==> src/rtl/ext_bus_arb.sv <==
// Two-master round-robin arbiter for the negedge-sampled external peripheral bus.
// Grants with bounded locking, drives one ACCESS cycle, and returns read data with a one-cycle ack.
module ext_bus_arb #(
   parameter int unsigned ADDR_WIDTH = 32,
   parameter int unsigned DATA_WIDTH = 32,
   parameter int unsigned LOCK_MAX   = 8
) (
   input  logic                  sys_clk,
   input  logic                  sys_rst,
   input  logic                  m0_req,
   input  logic                  m0_rw,
   input  logic                  m0_lock,
   input  logic [ADDR_WIDTH-1:0] m0_addr,
   input  logic [DATA_WIDTH-1:0] m0_data_w,
   output logic                  m0_ack,
   output logic [DATA_WIDTH-1:0] m0_data_r,
   input  logic                  m1_req,
   input  logic                  m1_rw,
   input  logic                  m1_lock,
   input  logic [ADDR_WIDTH-1:0] m1_addr,
   input  logic [DATA_WIDTH-1:0] m1_data_w,
   output logic                  m1_ack,
   output logic [DATA_WIDTH-1:0] m1_data_r,
   output logic                  ext_op,
   output logic                  ext_rw,
   output logic [ADDR_WIDTH-1:0] ext_addr,
   output logic [DATA_WIDTH-1:0] ext_data_w,
   input  logic [DATA_WIDTH-1:0] ext_data_r,
   output logic                  owner,
   output logic                  busy
);

   localparam int unsigned CNT_W = $clog2(LOCK_MAX + 1);

   localparam logic [1:0] IDLE   = 2'd0;
   localparam logic [1:0] ACCESS = 2'd1;
   localparam logic [1:0] ACK    = 2'd2;

   logic [1:0]            state_q, state_d;
   logic                  ext_op_q, ext_op_d;
   logic                  ext_rw_q, ext_rw_d;
   logic [ADDR_WIDTH-1:0] ext_addr_q, ext_addr_d;
   logic [DATA_WIDTH-1:0] ext_data_w_q, ext_data_w_d;
   logic                  m0_ack_q, m0_ack_d;
   logic                  m1_ack_q, m1_ack_d;
   logic [DATA_WIDTH-1:0] m0_data_r_q, m0_data_r_d;
   logic [DATA_WIDTH-1:0] m1_data_r_q, m1_data_r_d;
   logic                  owner_q, owner_d;
   logic                  last_q, last_d;
   logic                  lock_valid_q, lock_valid_d;
   logic                  lock_owner_q, lock_owner_d;
   logic [CNT_W-1:0]      lock_cnt_q, lock_cnt_d;

   logic lock_hold;
   logic win;
   logic win_lock;

   // Under contention the lock owner keeps the bus until its budget is used up.
   assign lock_hold = lock_valid_q && (lock_cnt_q < CNT_W'(LOCK_MAX));
   assign win       = (m0_req && m1_req) ? (lock_hold ? lock_owner_q : ~last_q) : m1_req;
   assign win_lock  = win ? m1_lock : m0_lock;

   always_comb begin
      state_d      = state_q;
      ext_op_d     = ext_op_q;
      ext_rw_d     = ext_rw_q;
      ext_addr_d   = ext_addr_q;
      ext_data_w_d = ext_data_w_q;
      m0_ack_d     = m0_ack_q;
      m1_ack_d     = m1_ack_q;
      m0_data_r_d  = m0_data_r_q;
      m1_data_r_d  = m1_data_r_q;
      owner_d      = owner_q;
      last_d       = last_q;
      lock_valid_d = lock_valid_q;
      lock_owner_d = lock_owner_q;
      lock_cnt_d   = lock_cnt_q;

      case (state_q)
         IDLE: begin
            if (m0_req || m1_req) begin
               ext_op_d     = 1'b1;
               ext_rw_d     = win ? m1_rw : m0_rw;
               ext_addr_d   = win ? m1_addr : m0_addr;
               ext_data_w_d = win ? m1_data_w : m0_data_w;
               owner_d      = win;
               last_d       = win;
               state_d      = ACCESS;
               if (!win_lock) begin
                  lock_valid_d = 1'b0;
                  lock_cnt_d   = '0;
               end else if (lock_valid_q && (lock_owner_q == win)) begin
                  if (lock_cnt_q < CNT_W'(LOCK_MAX)) begin
                     lock_cnt_d = lock_cnt_q + CNT_W'(1);
                  end
               end else begin
                  lock_valid_d = 1'b1;
                  lock_owner_d = win;
                  lock_cnt_d   = CNT_W'(1);
               end
            end
         end
         ACCESS: begin
            // Peripheral has driven ext_data_r on the mid-cycle negedge; capture for reads and writes.
            if (owner_q) begin
               m1_data_r_d = ext_data_r;
               m1_ack_d    = 1'b1;
            end else begin
               m0_data_r_d = ext_data_r;
               m0_ack_d    = 1'b1;
            end
            ext_op_d     = 1'b0;
            ext_rw_d     = 1'b0;
            ext_data_w_d = '0;
            state_d      = ACK;
         end
         ACK: begin
            m0_ack_d = 1'b0;
            m1_ack_d = 1'b0;
            state_d  = IDLE;
         end
         default: begin
            state_d = IDLE;
         end
      endcase
   end

   always_ff @(posedge sys_clk or negedge sys_rst) begin
      if (!sys_rst) begin
         state_q      <= IDLE;
         ext_op_q     <= 1'b0;
         ext_rw_q     <= 1'b0;
         ext_addr_q   <= '0;
         ext_data_w_q <= '0;
         m0_ack_q     <= 1'b0;
         m1_ack_q     <= 1'b0;
         m0_data_r_q  <= '0;
         m1_data_r_q  <= '0;
         owner_q      <= 1'b0;
         last_q       <= 1'b1;
         lock_valid_q <= 1'b0;
         lock_owner_q <= 1'b0;
         lock_cnt_q   <= '0;
      end else begin
         state_q      <= state_d;
         ext_op_q     <= ext_op_d;
         ext_rw_q     <= ext_rw_d;
         ext_addr_q   <= ext_addr_d;
         ext_data_w_q <= ext_data_w_d;
         m0_ack_q     <= m0_ack_d;
         m1_ack_q     <= m1_ack_d;
         m0_data_r_q  <= m0_data_r_d;
         m1_data_r_q  <= m1_data_r_d;
         owner_q      <= owner_d;
         last_q       <= last_d;
         lock_valid_q <= lock_valid_d;
         lock_owner_q <= lock_owner_d;
         lock_cnt_q   <= lock_cnt_d;
      end
   end

   assign ext_op     = ext_op_q;
   assign ext_rw     = ext_rw_q;
   assign ext_addr   = ext_addr_q;
   assign ext_data_w = ext_data_w_q;
   assign m0_ack     = m0_ack_q;
   assign m1_ack     = m1_ack_q;
   assign m0_data_r  = m0_data_r_q;
   assign m1_data_r  = m1_data_r_q;
   assign owner      = owner_q;
   assign busy       = (state_q == ACCESS) || (state_q == ACK);

endmodule
==> config.mk <==
export PLATFORM = sky130hd
export DESIGN_NAME = ext_bus_arb
export DESIGN_NICKNAME = d
export VERILOG_FILES = /design/src/rtl/ext_bus_arb.sv
export SDC_FILE = /design/constraint.sdc
export NUM_CORES = 1
export LEC_CHECK = 0
export CORE_MARGIN = 1
export CORE_UTILIZATION = 32
export DETAILED_ROUTE_END_ITERATION = 7
export PLACE_DENSITY = 0.66
export SLEW_MARGIN = 20
export SYNTH_ARGS = -nofsm -noshare
export SYNTH_HDL_FRONTEND = slang
export SYNTH_SLANG_ARGS = --single-unit
==> constraint.sdc <==
create_clock -name sys_clk -period 3.4 [get_ports sys_clk]
set_input_delay 0.85 -clock sys_clk [delete_from_list [all_inputs] [get_ports sys_clk]]
set_output_delay 0.85 -clock sys_clk [all_outputs]
set_load 0.005 [all_outputs]
==> run summary, run 1 <==
H-tree depth = 4
Reg power frac = 34.9%
FILL cells = 1565
Crit Path Max Fanout = 3
Vias = 4979
DIE AREA = 19500 um2
TritonCTS buffer count = 17
Pre-antenna DRT Iters = 4
Main combinational cell family by area after synthesis = multiplexers
Avg Inst Size Synth = 12.1 um2
Sw Ratio = 31.3%
TritonCTS clock tree = built
Vias per std cell = 4.72
Sink Count = 142
CP Launch Point = state_q[0]
Max cap viols = 0
Status = complete, no violations
First-pass GRT wire length = 27500 um
Total Wirelength = 17100 um
CP Data Required Time = 2550 ps
Layout Nets = 979
Clock network power share = 20.8%
Logic pwr share = 44.3%
Finish-stage setup viols = 0
FF+latch area = 3550 um2
DP HPWL = 12800 um
Slew Limit Headroom = 37.2%
Bufs and invs on worst path = 2
Vias in the first global route = 5300
Syn_nets = 676
Commonest cells after routing, fill and taps aside = 300 x clkdlybuf4s50_1, 141 x dfrtp_1, 83 x nand2_1
Setup TNS = 0 ps
Clock-pin slew on the worst setup and hold paths = 60 ps
XOR/XNOR Fraction of Synth Area = 0%
Core area = 18600 um2
Antenna diode instance count = 0
Reg2reg start = state_q[1]
Initial DRC Count = 192
Final routed DRC violation total = 0
Initial antenna violation count = 0
Post-Syn Instances = 504
Cts repair resizes = 0
Worst skew pair latency = 410 ps
Fmax = 389 MHz
Antenna-violating nets left = 0
Root Buffer = clkbuf_16
Die span in y = 140 um
Period minus WS final = 2570 ps
Net load switching power = 2640 uW
Crit-path leading delay family = buffers and inverters
Seq cells post-synth = 142
Period Utilization, post-route = 75.7%
Cell Rows = 50
Starting Density = 32.6%
WS Path Type = register to output port
Sequential share of the synthesized area = 58.5%
Synth Cell Area = 6070 um2
Post-CTS Setup Bufs = 0
Final hold vios = 0
Pint = 5780 uW
Leak = 0.00430 uW
Cell Chain, Critical Path = inv_1 -> ha_1 -> clkdlybuf4s50_1
Share of synthesized area spent on multiplexers = 22.9%
Multi-input logic area = 2350 um2
Synth Area in Compound Gates = 8.14%
WL/cell = 16.3 um
Slowest stage delay, CP = 600 ps
Unrepaired setup endpoints after global routing = no
CTS Hold Bufs = 0
Startpoint Class = register
I/O pin cnt = 302
Largest net degree at the start of global routing = 83
Setup Skew = 13.1 ps
Commonest non-fill, non-tap cell in the layout = clkdlybuf4s50_1
Worst Setup End Kind = output port
Actual slew at the worst max-slew pin = 941 ps
Top post-synthesis cells by area = dfrtp_1 58%, mux2_2 11%, mux2i_1 11%
Netlist cell types = 31
Post-synthesis simple-gate area fraction = 6.41%
CP max-delay cell = clkdlybuf4s50_1
Die X = 140 um
Leading area contributor after synthesis = dfrtp_1
Layout area overhead = 63.4%
IO Port Bufs = 301
Worst Hold Slack = 481 ps
Arrival time at the worst endpoint = 1720 ps
Share of cells above drive strength 1 = 13.5%
Slew Limit Fails = 0
All-Layer GR Usage = 18.0%
Max VDD drop = 0.350 mV
Gp weighted congestion = 0.759
Clock Tree Buf Depth = 2
Yosys warns = 0
P per Cell Area = 848 nW/um2
Gr ovfl total = 0
Min-Delay Path Class = input port to async pin
Top cell type's share of synthesized area = 58.1%
Post-Synth Adder-Cell Area = 0.824%
==> Yosys cell counts, drive strengths merged <==
master   instances
dfrtp          141
nand2           83
o21ai           79
mux2i           67
mux2            64
buf             17
clkbuf          13
inv              8
a21oi            6
ha               4
nor2b            4
nand2b           3
nor2             2
o22ai            2
a211o            1
a21boi           1
a221o            1
a221oi           1
a41oi            1
dfstp            1
nand3b           1
nor3             1
nor3b            1
o2111ai          1
or2              1
==> worst paths after layout <==
kind	end	slack [ps]	cells past startpoint
hold reg to reg	ext_data_w[23]	480	2
hold / removal	m0_data_r[3]	480	1
setup reg to reg	m0_data_r[18]	1230	4
setup / recovery	busy	830	3
max in group asynchronous	m0_data_r[18]	2070	2
min in group sys_clk	ext_data_w[23]	480	2
==> cells by family after synthesis <==
kind of cell	after synthesis
multiplexers	131
flip-flops	142
adder cells (fa/ha/maj)	4
AND/OR/NAND/NOR	96
buffers and inverters	38
AO/OA/AOI/OAI	93
==> per-layer routing <==
layer / routed length (um) / part of all wire (%) / global-route usage (%) / up-vias
li1: - / - / - / 2353
met1: 6920 / 40 / 20.3 / 2393
met2: 8580 / 50 / 31.8 / 215
met3: 1400 / 8.2 / 6.13 / 18
met4: 251 / 1.5 / 5.90 / 0
met5: 0 / 0 / 0 / -
==> per-stage QoR <==
step           power, uW  instances  cell area, um2  worst slack, ps  utilization [%]
2_1_floorplan       4520        504            6070             1370                -
3_3_place_gp        6630       1022            9370              712             50.3
5_1_grt             8990       1054            9930              758             53.2
3_5_place_dp        6750       1022            9370              605             50.3
6_report            8420       1054            9930              827             53.2
4_1_cts             8550       1054            9930              793             53.2
==> registers in the layout, indices dropped and copies added, names as in the netlist <==
name,count
ext_addr,32
ext_data_w,32
m0_data_r,32
m1_data_r,32
lock_cnt_q,4
state_q,2
ext_op,1
ext_rw,1
last_q,1
lock_owner_q,1
lock_valid_q,1
m0_ack,1
m1_ack,1
owner,1
==> power groups by stage <==
stage          registers, uW  clock network (uW)  logic [uW]
2_1_floorplan           2960                   0        1560
3_3_place_gp            2930                   0        3700
3_5_place_dp            2960                   0        3790
4_1_cts                 2950                1810        3790
5_1_grt                 3050                1880        4060
6_report                2940                1750        3730
==> cell type report <==
type | instances | area share (%)
clock buffers | 20 | 4.50
clock inverters | 12 | 1.12
inverters | 8 | 0.302
multi-input cells | 324 | 23.7
flip-flops and latches | 142 | 35.8
well taps | 234 | 2.95
repair buffers | 314 | 31.6
Note: power is estimated with default switching activity, not from simulation.
==> run 2, diff against run 1 <==
==> constraint.sdc (replaced) <==
create_clock -name sys_clk -period 2.4 [get_ports sys_clk]
set_input_delay 0.6 -clock sys_clk [delete_from_list [all_inputs] [get_ports sys_clk]]
set_output_delay 0.6 -clock sys_clk [all_outputs]
set_load 0.005 [all_outputs]
==> run summary, run 2 (synthesis results as in run 1) <==
Initial antenna violation count = 0
Fmax = 516 MHz
Max VDD drop = 0.542 mV
Vias per std cell = 4.60
CTS Hold Bufs = 0
Vias = 4877
First-pass GRT wire length = 26600 um
Crit Path Max Fanout = 3
IO Port Bufs = 301
Slowest stage delay, CP = 380 ps
Post-CTS Setup Bufs = 0
WS Path Type = register to output port
All-Layer GR Usage = 17.7%
Final routed DRC violation total = 0
Gp weighted congestion = 0.787
TritonCTS buffer count = 17
DP HPWL = 12800 um
Commonest cells after routing, fill and taps aside = 299 x clkdlybuf4s50_1, 141 x dfrtp_1, 83 x nand2_1
Cell Rows = 50
DIE AREA = 19500 um2
CP Data Required Time = 1800 ps
Antenna-violating nets left = 0
Startpoint Class = register
Commonest non-fill, non-tap cell in the layout = clkdlybuf4s50_1
Actual slew at the worst max-slew pin = 461 ps
WL/cell = 15.7 um
Total Wirelength = 16700 um
Setup TNS = 0 ps
Period minus WS final = 1940 ps
Max cap viols = 0
Layout Nets = 985
Antenna diode instance count = 0
Layout area overhead = 65.9%
Clock-pin slew on the worst setup and hold paths = 60 ps
Starting Density = 32.6%
Min-Delay Path Class = input port to async pin
Initial DRC Count = 88
Period Utilization, post-route = 80.8%
Worst skew pair latency = 420 ps
P per Cell Area = 1210 nW/um2
Clock Tree Buf Depth = 2
Arrival time at the worst endpoint = 1340 ps
Sink Count = 142
Root Buffer = clkbuf_16
Gr ovfl total = 0
Slew Limit Fails = 0
Slew Limit Headroom = 69.3%
Die span in y = 140 um
Pre-antenna DRT Iters = 5
Worst Setup End Kind = output port
Cts repair resizes = 0
Share of cells above drive strength 1 = 14.4%
Core Util, Final = 54.1%
CP max-delay cell = dfrtp_1
Cell Chain, Critical Path = inv_1 -> ha_1 -> dlymetal6s2s_1
Largest net degree at the start of global routing = 55
Final hold vios = 0
Core area = 18600 um2
Leak = 0.00440 uW
Finish-stage setup viols = 0
I/O pin cnt = 302
Status = complete, no violations
Vias in the first global route = 5092
Unrepaired setup endpoints after global routing = no
Die X = 140 um
TritonCTS clock tree = built
Setup Skew = 10.2 ps
H-tree depth = 4
run 2: cell type report:
type                            instances  area [um2]
Timing Repair Buffer                  320        3270
Clock inverter                         15         150
Inverter                                8        30.0
Fill cell                            1603        8560
Clock buffer                           17         425
Tap cell                              234         293
Sequential cell                       142        3550
Multi-Input combinational cell        324        2350
run 2: report_power, final:
part | internal [uW] | leakage (uW) | switching (uW)
sequential | 3520 | 0.00173 | 605
combinational | 3360 | 0.00239 | 2120
clock | 1460 | 0.000281 | 1090
run 2: path summary, 6_finish.rpt:
path / startpoint / endpoint / slack, ps / cells after the start
max reg2reg: lock_cnt_q[3] / ext_addr[30] / 540 / 7
max: state_q[0] / busy / 460 / 3
min: sys_rst / m0_data_r[8] / 90 / 1
min reg2reg: ext_op / ext_op / 480 / 2
max in group asynchronous: sys_rst / ext_data_w[2] / 1680 / 2
min in group sys_clk: ext_op / ext_op / 480 / 2
run 2: worst max-delay path: cells and delay by family, from the launching register on:
family / cells / cell delay, ps
buffers and inverters: 2 / 300
flip-flops: 1 / 380
adder cells (fa/ha/maj): 1 / 240
run 2: stage by stage:
stage | power [uW] | std cells | setup WS, ps | area, um2 | hold WS (ps)
6_report | 12200 | 1060 | 461 | 10100 | 92.8
3_5_place_dp | 9760 | 1028 | 148 | 9500 | 467
3_3_place_gp | 9560 | 1028 | 194 | 9500 | 464
2_1_floorplan | 6400 | 504 | 622 | 6070 | 304
5_1_grt | 13000 | 1060 | 364 | 10100 | 95.9
4_1_cts | 12400 | 1060 | 41.0 | 10100 | 85.4
run 2: layer usage:
metal  global-route usage, %  wire length (um)  vias to the layer above  part of all wire (%)
li1                        -                 -                     2367                     -
met1                    20.2              6750                     2290                    40
met2                    30.7              8310                      207                    50
met3                    6.09              1400                       13                   8.4
met4                    6.13               213                        0                   1.3
met5                       0                 0                        -                     0
==> run 3, diff against run 2 <==
==> constraint.sdc (replaced) <==
create_clock -name sys_clk -period 1.8 [get_ports sys_clk]
set_input_delay 0.45 -clock sys_clk [delete_from_list [all_inputs] [get_ports sys_clk]]
set_output_delay 0.45 -clock sys_clk [all_outputs]
set_load 0.005 [all_outputs]
==> run summary, run 3 (synthesis results as in run 1) <==
Period Utilization, post-route = 97.0%
Sw Ratio = 30.3%
Bufs and invs on worst path = 1
Antenna-violating nets left = 0
Commonest cells after routing, fill and taps aside = 289 x clkdlybuf4s50_1, 140 x dfrtp_1, 83 x nand2_1
Crit-path leading delay family = buffers and inverters
CP Data Required Time = 1350 ps
Total Wirelength = 16800 um
Min-Delay Path Class = register to register
P per Cell Area = 1620 nW/um2
Pint = 11600 uW
Gr ovfl total = 0
Vias = 4976
Die span in y = 140 um
Pre-antenna DRT Iters = 5
Hold path depth = 2
Crit Path Max Fanout = 2
TritonCTS buffer count = 17
Slowest stage delay, CP = 520 ps
Starting Density = 32.6%
WL/cell = 15.6 um
Slew Limit Headroom = 75.6%
Sink Count = 142
Period minus WS final = 1750 ps
Clock Tree Buf Depth = 2
Fmax = 573 MHz
Leak = 0.00462 uW
Setup Skew = 11.6 ps
Layout Nets = 1001
Logic pwr share = 45.1%
WHS Endpoint = ext_data_w[19]
Core area = 18600 um2
R2R Setup Slk = 120 ps
Final routed DRC violation total = 0
Clock-pin slew on the worst setup and hold paths = 60 ps
Share of cells above drive strength 1 = 16.4%
TritonCTS clock tree = built
Die X = 140 um
Setup TNS = 0 ps
Worst slack at placement = -286 ps
Arrival time at the worst endpoint = 1300 ps
Reg2reg start = lock_valid_q
Layout area overhead = 70.2%
I/O pin cnt = 302
Worst Setup End Kind = output port
Levels on crit path = 1
All-Layer GR Usage = 17.9%
FF-to-FF path depth = 7
Commonest non-fill, non-tap cell in the layout = clkdlybuf4s50_1
DIE AREA = 19500 um2
Worst skew pair latency = 410 ps
WS Path Type = register to output port
Largest net degree at the start of global routing = 55
First-pass GRT wire length = 27100 um
Reg-to-Reg End = ext_data_w[28]
Slew Limit Fails = 0
Actual slew at the worst max-slew pin = 366 ps
Cell Chain, Critical Path = clkdlybuf4s50_1
Vias per std cell = 4.62
Max cap viols = 0
Initial antenna violation count = 0
Startpoint Class = register
Reg power frac = 33.0%
Clock network power share = 21.9%
DP HPWL = 13000 um
Root Buffer = clkbuf_16
Cell Rows = 50
Unrepaired setup endpoints after global routing = no
CP max-delay cell = clkdlybuf4s50_1
Setup ws final = 53.8 ps
Status = complete, no violations
Worst hold start = ext_data_w[19]
Net load switching power = 5070 uW
Initial DRC Count = 138
Finish-stage setup viols = 0
H-tree depth = 4
Total power = 16700 uW
Max VDD drop = 0.665 mV
IO Port Bufs = 301
Gp weighted congestion = 0.785
Vias in the first global route = 5321
Antenna diode instance count = 0
Final hold vios = 0
[run 3: stage by stage]
stage	hold slack, ps	util [%]	std cells	area [um2]
after floorplan	154	-	504	6070
after global placement	369	51.9	1042	9670
after detailed placement	378	51.9	1042	9670
after CTS	493	55.3	1076	10300
after global routing	501	55.5	1076	10300
final	485	55.5	1076	10300
[run 3: cell type report]
| cell class | instances | area, um2 |
|---|---|---|
| tap | 234 | 293 |
| clock buffer | 19 | 453 |
| multi-input combinational | 324 | 2360 |
| inverter | 8 | 30.0 |
| sequential | 142 | 3560 |
| fill | 1557 | 8300 |
| timing repair buffer | 336 | 3470 |
| clock inverter | 13 | 178 |
[run 3: layer usage]
layer | global-route usage (%) | wire length (um) | vias up | part of all wire, %
li1 | - | - | 2396 | -
met1 | 20.6 | 6810 | 2362 | 41
met2 | 32.0 | 8600 | 207 | 51
met3 | 5.47 | 1210 | 11 | 7.2
met4 | 4.51 | 153 | 0 | 0.91
met5 | 0 | 0 | - | 0
[run 3: worst max-delay path by stage]
stage               slack (ps)        endpoint           start
global route               0.7            busy      state_q[1]
floorplan                  140    m0_data_r[0]      state_q[1]
detailed placement        -290  ext_data_w[28]          m0_req
global placement          -170  ext_data_w[27]          m0_req
finish                      50   m1_data_r[16]   m1_data_r[16]
CTS                          8  ext_data_w[24]  ext_data_w[24]
[run 3: power by group through the flow]
stage,logic (uW),clock network (uW),registers [uW]
global placement,7500,0,5520
global route,8180,3930,5720
finish,7550,3660,5510
floorplan,2940,0,5590
detailed placement,7680,0,5570
CTS,7690,3790,5540
[run 3: worst min-delay path, cell delays in order (launching register included)]
cell and delay, ps:
dfrtp_1 340, nand2_1 50, o21ai_1 60
[run 3: timing repair]
item,in CTS,in global routing
resized for setup,7,10
endpoints found under the hold margin,33,0
hold buffers,1,0
endpoints found under the setup margin,4,14
buffers inserted,1,0
